==> src/rtl/packetizer_4_serial.sv <==
// Serializes one payload word plus destination and VC into a 4-flit NoC packet
// (head, body1, body2, tail), emitting one flit per cycle with valid/ready flow control.
`timescale 1ns/1ps
module packetizer_4_serial #(
  parameter int WIDTH_PKT        = 36,
  parameter int WIDTH_DATA       = 12,
  parameter int VC_ADDRESS_WIDTH = 1,
  parameter int ADDRESS_WIDTH    = 4
) (
  input  logic                        clk,
  input  logic                        rst,
  input  logic [WIDTH_DATA-1:0]       i_data_in,
  input  logic [ADDRESS_WIDTH-1:0]    i_dest_in,
  input  logic [VC_ADDRESS_WIDTH-1:0] i_vc_in,
  input  logic                        i_valid_in,
  output logic                        i_ready_out,
  output logic [WIDTH_PKT/4-1:0]      o_flit_out,
  output logic                        o_valid_out,
  input  logic                        o_ready_in
);
  // Handshake: a transfer happens on a rising edge where valid && ready are both high.
  // Upstream payload: i_valid_in/i_ready_out. Downstream flit: o_valid_out/o_ready_in.
  // Once valid is raised, the flit and its state are held until ready is seen.

  localparam int WIDTH_FLIT     = WIDTH_PKT / 4;
  localparam int WIDTH_DATA_IDL = WIDTH_PKT - 12 - 4 * VC_ADDRESS_WIDTH - ADDRESS_WIDTH;
  localparam int PAD_BITS       = WIDTH_DATA_IDL - WIDTH_DATA;
  localparam int HEAD_BITS      = WIDTH_FLIT - 3 - VC_ADDRESS_WIDTH - ADDRESS_WIDTH;
  localparam int BODY_BITS      = WIDTH_FLIT - 3 - VC_ADDRESS_WIDTH;
  localparam int BODY1_MSB      = WIDTH_DATA_IDL - 1 - HEAD_BITS;
  localparam int BODY2_MSB      = BODY1_MSB - BODY_BITS;

  typedef enum logic [2:0] {
    S_IDLE  = 3'd0,
    S_HEAD  = 3'd1,
    S_BODY1 = 3'd2,
    S_BODY2 = 3'd3,
    S_TAIL  = 3'd4
  } state_t;

  state_t                        state;
  state_t                        state_next;
  logic [WIDTH_DATA_IDL-1:0]     data_q;
  logic [ADDRESS_WIDTH-1:0]      dest_q;
  logic [VC_ADDRESS_WIDTH-1:0]   vc_q;
  logic                          accept;

  // Ready only depends on o_ready_in in TAIL, so the next head follows the tail with no bubble.
  always_comb begin
    i_ready_out = (state == S_IDLE) || ((state == S_TAIL) && o_ready_in);
    accept      = i_valid_in && i_ready_out;
  end

  always_ff @(posedge clk) begin
    if (rst) begin
      state  <= S_IDLE;
      data_q <= '0;
      dest_q <= '0;
      vc_q   <= '0;
    end else begin
      state <= state_next;
      if (accept) begin
        data_q <= WIDTH_DATA_IDL'(i_data_in) << PAD_BITS;
        dest_q <= i_dest_in;
        vc_q   <= i_vc_in;
      end
    end
  end

  always_comb begin
    state_next = state;
    case (state)
      S_IDLE:  if (accept)     state_next = S_HEAD;
      S_HEAD:  if (o_ready_in) state_next = S_BODY1;
      S_BODY1: if (o_ready_in) state_next = S_BODY2;
      S_BODY2: if (o_ready_in) state_next = S_TAIL;
      S_TAIL:  if (o_ready_in) state_next = accept ? S_HEAD : S_IDLE;
      default: state_next = S_IDLE;
    endcase
  end

  // Flit layout MSB first: valid, head, tail, vc, [dest on head only], data slice.
  always_comb begin
    o_valid_out = (state != S_IDLE);
    o_flit_out  = '0;
    case (state)
      S_HEAD:  o_flit_out = {3'b110, vc_q, dest_q, data_q[WIDTH_DATA_IDL-1 -: HEAD_BITS]};
      S_BODY1: o_flit_out = {3'b100, vc_q, data_q[BODY1_MSB -: BODY_BITS]};
      S_BODY2: o_flit_out = {3'b100, vc_q, data_q[BODY2_MSB -: BODY_BITS]};
      S_TAIL:  o_flit_out = {3'b101, vc_q, data_q[BODY_BITS-1:0]};
      default: o_flit_out = '0;
    endcase
  end
endmodule

==> config.mk <==
export PLATFORM = sky130hd
export DESIGN_NAME = packetizer_4_serial
export DESIGN_NICKNAME = d
export VERILOG_FILES = /design/src/rtl/packetizer_4_serial.sv
export SDC_FILE = /design/constraint.sdc
export NUM_CORES = 1
export LEC_CHECK = 0
export ABC_AREA = 0
export CORE_UTILIZATION = 50
export CTS_CLUSTER_DIAMETER = 150
export DETAILED_ROUTE_END_ITERATION = 10
export PLACE_DENSITY = 0.83
export REMOVE_ABC_BUFFERS = 1
export SLEW_MARGIN = 5
export SYNTH_ARGS = -nofsm -noshare
export SYNTH_HDL_FRONTEND = slang
export SYNTH_SLANG_ARGS = --single-unit
==> constraint.sdc <==
create_clock -name clk -period 3.9 [get_ports clk]
set_clock_uncertainty 0.05 [all_clocks]
set_input_delay 0.78 -clock clk [delete_from_list [all_inputs] [get_ports clk]]
set_output_delay 0.78 -clock clk [all_outputs]
set_load 0.05 [all_outputs]
Word level (Yosys, flattened, before mapping) --
Cells that the tools add are included. Widths: inputs -> output; s select.
Cells by class: equality and inequality tests 9, reductions and logical operators 6, mux-type cells 8
Operator list (number):
- $pmux 9 s4 | 1
- $mux 3 | 5
- $pmux 3 s5 | 1
- $ne 2x2->1 const B | 5
- $eq 3x2->1 const B | 2
- $reduce_and 5->1 | 1
- $eq 3x1->1 const B | 1
- $eq 3x3->1 const B | 1
- $logic_not 3->1 | 1
- $reduce_bool 3->1 | 1
- $logic_and 1x1->1 | 2
- $logic_or 1x1->1 | 1
- $mux 1 | 1
Storage, ports and cells: register bits 20, output and inout port bits 11

Depth between registers and ports, before layout --
Gate-level depths: netlist of the first run.
depth after elaboration 7, mapped depth 6, gate-level depth less buffers 3

Worst setup path after synthesis of the first run --
Ideal clock, no wire load.
kind register to output, from reg state[0], to out o_flit_out[5], buffers on the path 1, cell stages (with the launch flop) 5, setup slack 1.159 ns, data required time 3.070 ns, data arrival time 1.911 ns, cell sequence dfxtp_1 -> clkbuf_2 -> nor2_2 -> xnor2_1 -> and2_1
Between the ends: longest elaborated chain between the ends 2
Ends and longest elaborated chain:
- from (decl) | RTL line 41 | state_t state;
- from (signal assigned) | RTL line 61 | state <= state_next;
- $eq 3x3->1 (tied with other cells) | RTL line 86 | case (state)
- $pmux 9 s4 * | RTL line 86
- to (decl) | RTL line 17 | output logic [WIDTH_PKT/4-1:0] o_flit_out,
Mark *: on every way between the ends. The rest lies on a longest branch, timed or not.

Worst setup path in the final report of the first run --
from in o_ready_in, to out i_ready_out
Between the ends: longest elaborated chain between the ends 2
Ends and longest elaborated chain:
- from (decl) | RTL line 19 | input logic o_ready_in
- $logic_and 1x1->1 | RTL line 50 | i_ready_out = (state == S_IDLE) || ((state == S_TAIL) && o_ready_in);
- $logic_or 1x1->1 | RTL line 50
- to (decl) | RTL line 16 | output logic i_ready_out,
Every way passes these cells.

==> flow_metrics.tcl, run 1 <==
set metrics [dict create \
    run_status "completed" \
    antenna_left 0 \
    die_area_mm2 0.002438 \
    wire_per_inst_um 12.90 \
    routed_wl_mm 2.232 \
    hpwlAfterDp_mm 1.459 \
    insertion_delay_ns 0.31 \
    cts-resized-gates 0 \
    final_util 0.7175 \
    ir_drop_mv 0.3221 \
    nNetsFinal 168 \
    hold_depth 2 \
    hold-path-endpoint "dest_q[3]$_SDFFE_PP0P_" \
    slowest_delay_ns 0.83 \
    cts_root_buf "clkbuf_4" \
    cts-hold-fix-buffers 0 \
    postCtsSetupBuffers 0 \
    path_cells "clkdlybuf4s50_1, nor2b_4, nor3_1, clkdlybuf4s50_1" \
    hold_viol_final 0 \
    synth_warnings 0 \
    grt_antenna_before_repair 0 \
    critical_path_class "input pin to output pin" \
    r2r_setup_slack_ns 2.16 \
    synth_cells 121 \
    cts_sinks 20 \
    start_util 0.5496 \
    worstPathMaxFanout 6 \
    total_power_mw 0.5676 \
    reg2reg_to "data_q[10]$_SDFFE_PP0P_" \
    p_leak_nw 0.5451 \
    first_iter_violations 12 \
    vias_per_cell 5.272 \
    groute.usage.overall 0.1993 \
    period_share 0.8394 \
    slew_headroom 0.4259 \
    cts_tree "yes" \
    area_growth_syn_to_layout_pct 30.55 \
    final_common_cell "nand2b_1" \
    cts.path.max_buffers 2 \
    layout_common_cells "34 x nand2b_1, 31 x clkdlybuf4s50_1, 20 x dfxtp_1, 18 x mux2i_1" \
    slew_viol_final 0 \
    post_synth_num_cell_types 26 \
    maxCapViolCount 0 \
    first_pass_iters 4 \
    max_freq_mhz 305.5 \
    row_count 16 \
    htreeDepth 1 \
    p_per_area_mw_per_mm2 387.4 \
    clk_pin_slew_ns 0.12 \
    worstPathRequired_ns 3.07 \
    place_congestion 0.6937 \
    arrival_ns 2.44 \
    num_vias 912 \
    cts_made_buffers 3 \
    dieHeight_um 49.38 \
    holdWs_ns 0.4342 \
    grt_start_max_net_pins 38 \
    grt_pass1_wl_mm 3.836 \
    setup_violations 0 \
    timing.rr.start "state[1]$_SDFFE_PP0P_" \
    syn_area_mm2 0.001122 \
    post_route_cells_drive_above_1_share 0.08219 \
    core_area_mm2 0.002042 \
    grt.overflow.total 0 \
    cp_slowest_cell "clkdlybuf4s50_1" \
    tightest_slew_ns 0.8584 \
    diodes 0 \
    tns_ns 0 \
    pin_count 32 \
    postSynthAreaPerCell_um2 9.275 \
    ys_ff_latch 20 \
    die_w_um 49.38 \
    min_from "dest_q[3]$_SDFFE_PP0P_" \
    period_minus_slack_ns 3.274 \
    rsz0062_at_grt "no" \
    crit_path_frequent_cell "clkdlybuf4s50_1" \
    yosysSeqAreaShare 0.3567 \
    end_kind "output pin" \
    drc 0 \
    grt_pass1_vias 882 \
    reg2reg_depth 4 \
    hold_class "flip-flop to flip-flop" \
    port_buffers 31 \
    start_kind "input pin" \
]
[worst max-delay path, delay by kind of cell]
family	cells	cell delay, ns
buf+inv	2	1.45
simple gates	2	0.21
[synthesized netlist by cell type]
cell       instances  area [um2]
clkbuf_2           1       5.000
nor2_2             1       6.260
a21oi_1            5       25.02
mux2i_1           18       180.2
buf_4              1       7.510
a31oi_1            1       6.260
nand4b_1           1       8.760
mux2_2             5       56.30
nor2b_1            1       6.260
a22oi_1            2       15.01
or3_1              2       12.51
buf_6              2       22.52
nand2b_1          34       212.7
nor2_1             1       3.750
o2bb2ai_1          1       8.760
and2_1             2       12.51
nor3_1             2       10.01
dfxtp_1           20       400.4
nand2_1            5       18.77
clkbuf_1           7       26.28
nor3b_1            2       15.01
nand3b_1           3       22.52
and3b_1            1       8.760
xor2_1             1       8.760
nor2b_4            1       13.76
xnor2_1            1       8.760
[per-layer routing]
layer | up-vias | routed length (um) | track usage
li1 | 453 | - | -
met1 | 433 | 1055 | 0.2563
met2 | 26 | 1071 | 0.3379
met3 | 0 | 105 | 0.04673
met4 | 0 | 0 | 0.04286
met5 | - | 0 | 0
[cell type report]
type / instances / area [um2]
clock buffer: 3 / 22.52
clock inverter: 1 / 30.03
fill: 163 / 576.8
multi-input combinational: 90 / 660.6
sequential: 20 / 400.4
tap: 27 / 33.78
timing repair buffer: 32 / 317.8
[through the flow]
stage          worst slack [ns]  instance area [um2]  cells
2_1_floorplan            0.9473                 1061    110
3_3_place_gp             0.6793                 1413    169
3_5_place_dp             0.6487                 1413    169
4_1_cts                  0.6251                 1465    173
5_1_grt                  0.5271                 1465    173
6_report                 0.6264                 1465    173
[flip-flops by register name, indices dropped and copies added (netlist names)]
signal and flops:
data_q 12, state 3, vc_q 1, dest_q 4
[kinds of logic (layout without fill, tap and decap cells)]
| kind of cell | Yosys count | after routing | share of synthesized area |
|---|---|---|---|
| AOI/OAI and AO/OA | 9 | 9 | 0.04905 |
| DFF | 20 | 20 | 0.3567 |
| buffers and inverters | 11 | 36 | 0.05463 |
| and+or+nand+nor | 56 | 56 | 0.3133 |
| muxes | 23 | 23 | 0.2107 |
| xor gates and xnor gates | 2 | 2 | 0.01561 |
[power breakdown]
part,switching [mW],leakage (nW),internal (mW)
Clock,0.0689,0.0279,0.104
Sequential,0.0181,0.164,0.222
Combinational,0.0802,0.353,0.0748
[worst max-delay path by stage]
stage / to / depth (start not counted) / startpoint / slack (ns)
floorplan: o_flit_out[5] / 3 / state[1]$_SDFFE_PP0P_ / 0.95
global placement: i_ready_out / 4 / o_ready_in / 0.68
detailed placement: i_ready_out / 4 / o_ready_in / 0.65
CTS: i_ready_out / 4 / o_ready_in / 0.63
global route: o_flit_out[5] / 4 / state[1]$_SDFFE_PP0P_ / 0.53
finish: i_ready_out / 4 / o_ready_in / 0.63
Power figures use the tool's default switching activity.
==> inputs of run 2 (changes only) <==
Settings changed: CORE_UTILIZATION 50 to 46, PLACE_DENSITY 0.83 to 0.78.
Clock period 3.9 ns to 3.3 ns, I/O delays scaled along.
==> run 2 against run 1 <==
  * Critical path depth unchanged
  * Routed wire length down 3.4%
  * Cell count is 0.58% higher
  * Via count fell by 2.7%
  * Flip-flop and latch count unchanged
  * Clock power is 18% lower
  * Sequential power rose by 19%
  * Sequential share of layout area grew 0.33 points
  * First-iteration DRC count is 17% lower
  * Die area increased by 8.3%
  * Clock-buffer cell count is 1 higher
  * Critical endpoint is now o_flit_out[4]
  * Largest cell class unchanged
==> flow_metrics.tcl, run 2 (synthesis gave the netlist of run 1 again) <==
set metrics [dict create \
    post_route_cells_drive_above_1_share 0.08904 \
    first_pass_iters 4 \
    dieHeight_um 51.40 \
    pin_count 32 \
    hold_class "flip-flop to flip-flop" \
    rsz0062_at_grt "no" \
    holdWs_ns 0.4312 \
    fin_cells 174 \
    hold-path-endpoint "dest_q[2]$_SDFFE_PP0P_" \
    design_area_mm2 0.001448 \
    final_common_cell "nand2b_1" \
    cts_made_buffers 3 \
    top_regs "data_q (12), dest_q (4), state (3)" \
    cp_slowest_cell "clkdlybuf4s50_1" \
    cts_root_buf "clkbuf_4" \
    drc 0 \
    grt_pass1_vias 866 \
    diodes 0 \
    row_count 17 \
    maxCapViolCount 0 \
    num_vias 887 \
    p_leak_nw 0.5387 \
    cts-hold-fix-buffers 0 \
    start_kind "flip-flop" \
    htreeDepth 1 \
    die_area_mm2 0.002641 \
    hold_viol_final 0 \
    core_area_mm2 0.002255 \
    internal_power_mw 0.4167 \
    ir_drop_mv 0.2302 \
    slew_viol_final 0 \
    postCtsSetupBuffers 0 \
    placed_area_mm2 0.001411 \
    die_w_um 51.40 \
    run_status "completed" \
    vias_per_cell 5.098 \
    hold_depth 2 \
    r2r_setup_slack_ns 1.36 \
    area_growth_syn_to_layout_pct 28.99 \
    place_congestion 0.6778 \
    cts_tree "yes" \
    worstPathMaxFanout 17 \
    hpwlAfterDp_mm 1.509 \
    first_iter_violations 10 \
    wire_per_inst_um 12.39 \
    setup_violations 0 \
    slew_headroom 0.4163 \
    cp_num_buf_inv 1 \
    timing.rr.start "state[1]$_SDFFE_PP0P_" \
    tns_ns 0 \
    port_buffers 31 \
    regMostFlops "data_q" \
    arrival_ns 2.33 \
    min_from "dest_q[2]$_SDFFE_PP0P_" \
    nNetsFinal 168 \
    clk_pin_slew_ns 0.12 \
    grt_start_max_net_pins 38 \
    period_minus_slack_ns 3.037 \
    cts-resized-gates 0 \
    grt.overflow.total 0 \
    largest_reg_flops 12 \
    layout_common_cells "34 x nand2b_1, 30 x clkdlybuf4s50_1, 20 x dfxtp_1, 18 x mux2i_1" \
    insertion_delay_ns 0.30 \
    power_frac_clock 0.233 \
    reg2reg_to "data_q[6]$_SDFFE_PP0P_" \
    cts_sinks 20 \
    p_comb_frac 0.297 \
    placed_cells 170 \
    seqPwrFrac 0.470 \
    power.switching_mw 0.1890 \
    routed_wl_mm 2.155 \
    tightest_slew_ns 0.8727 \
    reg2reg_depth 4 \
    end_kind "output pin" \
    grt_antenna_before_repair 0 \
    groute.usage.overall 0.1839 \
    critical_path_class "flip-flop to output pin" \
    cts.path.max_buffers 2 \
    path_cells "nor2b_1, a22oi_1, o2bb2ai_1, clkdlybuf4s50_1" \
    switching_share 0.3120 \
    num-fill-cells 201 \
    antenna_left 0 \
    start_util 0.4978 \
    max_freq_mhz 329.2 \
    p_per_area_mw_per_mm2 418.4 \
    grt_pass1_wl_mm 3.663 \
    slowest_delay_ns 0.82 \
    worstPathRequired_ns 2.59 \
    period_share 0.9204 \
    cp_top_family "buffers and inverters" \
]
==> run 2: area by class of cell <==
type	instances	area (um2)	area share
clock buffer	4	36.28	0.02506
multi-input combinational	90	660.6	0.4564
sequential	20	400.4	0.2766
tap	28	35.03	0.02420
timing repair buffer	32	315.3	0.2178
==> run 2: how the worst max path moves through the flow <==
| stage | startpoint | to | depth (start not counted) |
|---|---|---|---|
| 2_1_floorplan | state[1]$_SDFFE_PP0P_ | o_flit_out[5] | 3 |
| 3_3_place_gp | state[0]$_SDFFE_PP0P_ | o_flit_out[4] | 4 |
| 3_5_place_dp | state[0]$_SDFFE_PP0P_ | o_flit_out[4] | 4 |
| 4_1_cts | state[1]$_SDFFE_PP0P_ | o_flit_out[1] | 4 |
| 5_1_grt | state[1]$_SDFFE_PP0P_ | o_flit_out[5] | 4 |
| 6_report | state[0]$_SDFFE_PP0P_ | o_flit_out[4] | 4 |
==> run 2: worst min-delay path, cell delays in order (launching register included) <==
cell      delay, ns
dfxtp_1        0.33
nand2b_1       0.06
mux2i_1        0.06
==> run 2: layer usage <==
layer / vias up / track usage / part of all wire
met5: - / 0 / 0
met4: 0 / 0.05405 / 0
met3: 0 / 0.02679 / 0.040
met2: 22 / 0.3247 / 0.49
met1: 409 / 0.2278 / 0.47
li1: 456 / - / -
==> run 2: power by group through the flow <==
stage | sequential, mW | combinational (mW) | clock [mW]
2_1_floorplan | 0.282 | 0.118 | 0
3_3_place_gp | 0.288 | 0.178 | 0
3_5_place_dp | 0.289 | 0.181 | 0
4_1_cts | 0.284 | 0.182 | 0.144
5_1_grt | 0.288 | 0.193 | 0.157
6_report | 0.285 | 0.180 | 0.141
==> run 2: metrics by stage <==
| step | util | power, mW | setup slack, ns |
|---|---|---|---|
| after floorplan | - | 0.4001 | 0.4673 |
| after global placement | 0.6260 | 0.4655 | 0.6445 |
| after detailed placement | 0.6260 | 0.4704 | 0.5856 |
| after CTS | 0.6421 | 0.6097 | 0.2409 |
| after global routing | 0.6421 | 0.6379 | 0.08551 |
| final | 0.6421 | 0.6057 | 0.2627 |
==> inputs of run 3 (changes only) <==
--- a/config.mk
+++ b/config.mk
@@ -10,2 +10,3 @@
 export CTS_CLUSTER_DIAMETER = 150
+export CTS_CLUSTER_SIZE = 40
 export DETAILED_ROUTE_END_ITERATION = 10
--- a/constraint.sdc
+++ b/constraint.sdc
@@ -4,2 +4,2 @@
 set_output_delay 0.66 -clock clk [all_outputs]
-set_load 0.05 [all_outputs]
+set_load 0.005 [all_outputs]
==> run 3 against run 2 <==
  * Global-route usage grew 0.32 points
  * Clock power is 44% higher
  * Cell count did not move
==> flow_metrics.tcl, run 3 (synthesis gave the netlist of run 1 again) <==
set metrics [dict create \
    run_status "completed" \
    hold_class "flip-flop to flip-flop" \
    end_kind "output pin" \
    clk_pin_slew_ns 0.12 \
    max_freq_mhz 358.2 \
    cts-hold-fix-buffers 0 \
    largest_reg_flops 12 \
    cts_tree "yes" \
    start_kind "flip-flop" \
    multi_input_area_um2 660.6 \
    seqCellArea_um2 400.4 \
    maxCapViolCount 0 \
    rsz0062_at_grt "no" \
    tns_ns 0 \
    grt_start_max_net_pins 38 \
    vias_per_cell 5.109 \
    ir_drop_mv 0.2426 \
    tightest_slew_ns 0.8762 \
    diodes 0 \
    slew_headroom 0.4140 \
    critical_path_class "flip-flop to output pin" \
    core_area_mm2 0.002255 \
    grt_antenna_before_repair 0 \
    drc 0 \
    postCtsSetupBuffers 0 \
    cts_root_buf "clkbuf_4" \
    grt_pass1_vias 874 \
    pre_cts_ws_ns 0.6049 \
    antenna_left 0 \
    cts_sinks 20 \
    final_common_cell "nand2b_1" \
    row_count 17 \
    met1_usage 0.2283 \
    cts-resized-gates 0 \
    p_per_area_mw_per_mm2 426.1 \
    start_util 0.4978 \
    pin_count 32 \
    insertion_delay_ns 0.31 \
    hpwlAfterDp_mm 1.466 \
    wire_per_inst_um 12.50 \
    groute.usage.overall 0.1871 \
    cts.path.max_buffers 2 \
    period_share 0.8461 \
    num-fill-cells 208 \
    regMostFlops "data_q" \
    slew_viol_final 0 \
    use_met3 0.02976 \
    period_minus_slack_ns 2.792 \
    cp_slowest_cell "dfxtp_1" \
    top_regs "data_q (12), dest_q (4), state (3)" \
    busiest_layer "met2" \
    first_pass_iters 4 \
    cts_made_buffers 3 \
    worstPathMaxFanout 17 \
    arrival_ns 2.08 \
    area_growth_syn_to_layout_pct 30.66 \
    slowest_delay_ns 0.69 \
    fin_ws_ns 0.5080 \
    setup_violations 0 \
    post_route_cells_drive_above_1_share 0.08219 \
    path_cells "mux2_2, a22oi_1, o2bb2ai_1, clkdlybuf4s50_1" \
    port_buffers 31 \
    first_iter_violations 6 \
    met2_usage 0.3268 \
    place_congestion 0.6961 \
    die_w_um 51.40 \
    layout_common_cells "34 x nand2b_1, 31 x clkdlybuf4s50_1, 20 x dfxtp_1, 18 x mux2i_1" \
    p_leak_nw 0.5451 \
    dieHeight_um 51.40 \
    grt_pass1_wl_mm 3.739 \
    nNetsFinal 168 \
    num_vias 889 \
    routed_wl_mm 2.175 \
    worstPathRequired_ns 2.59 \
    htreeDepth 1 \
    die_area_mm2 0.002641 \
    hold_viol_final 0 \
    grt.overflow.total 0 \
]
run 3: through the flow:
stage | power (mW) | instances | cell area (um2) | hold WS (ns) | utilization
5_1_grt | 0.6560 | 174 | 1466 | 0.4514 | 0.6504
2_1_floorplan | 0.3567 | 110 | 1061 | 0.3935 | -
3_5_place_dp | 0.4275 | 170 | 1414 | 0.4151 | 0.6271
4_1_cts | 0.6296 | 174 | 1466 | 0.4325 | 0.6504
3_3_place_gp | 0.4234 | 170 | 1414 | 0.4042 | 0.6271
6_report | 0.6249 | 174 | 1466 | 0.4298 | 0.6504
run 3: where the power goes:
group / total (mW) / leakage (nW) / switching (mW) / internal (mW)
combinational: 0.138 / 0.353 / 0.0495 / 0.0883
sequential: 0.284 / 0.164 / 0.0220 / 0.262
clock: 0.203 / 0.0279 / 0.0801 / 0.123
run 3: worst paths after layout:
path,from,endpoint,slack [ns],cells after the start
worst min register to register,dest_q[0]$_SDFFE_PP0P_,dest_q[0]$_SDFFE_PP0P_,0.43,2
worst min-delay path,dest_q[0]$_SDFFE_PP0P_,dest_q[0]$_SDFFE_PP0P_,0.43,2
worst max register to register,state[1]$_SDFFE_PP0P_,data_q[9]$_SDFFE_PP0P_,1.29,4
worst max-delay path,state[0]$_SDFFE_PP0P_,o_flit_out[4],0.51,4
run 3: critical path, delay by kind of cell, from the launching register on:
kind / cells / cell delay (ns)
flip-flops: 1 / 0.69
buffers and inverters: 1 / 0.46
multiplexers: 1 / 0.39
AO/OA/AOI/OAI: 2 / 0.22
run 3: cell type report:
type,instances,area share
timing repair buffer,32,0.2167
sequential,20,0.2730
multi-input combinational,90,0.4505
tap,28,0.02389
clock buffer,3,0.01536
clock inverter,1,0.02048
run 3: routing by layer:
layer / part of all wire / vias up
li1: - / 455
met1: 0.47 / 408
met2: 0.47 / 23
met3: 0.050 / 3
met4: 0.012 / 0
met5: 0 / -
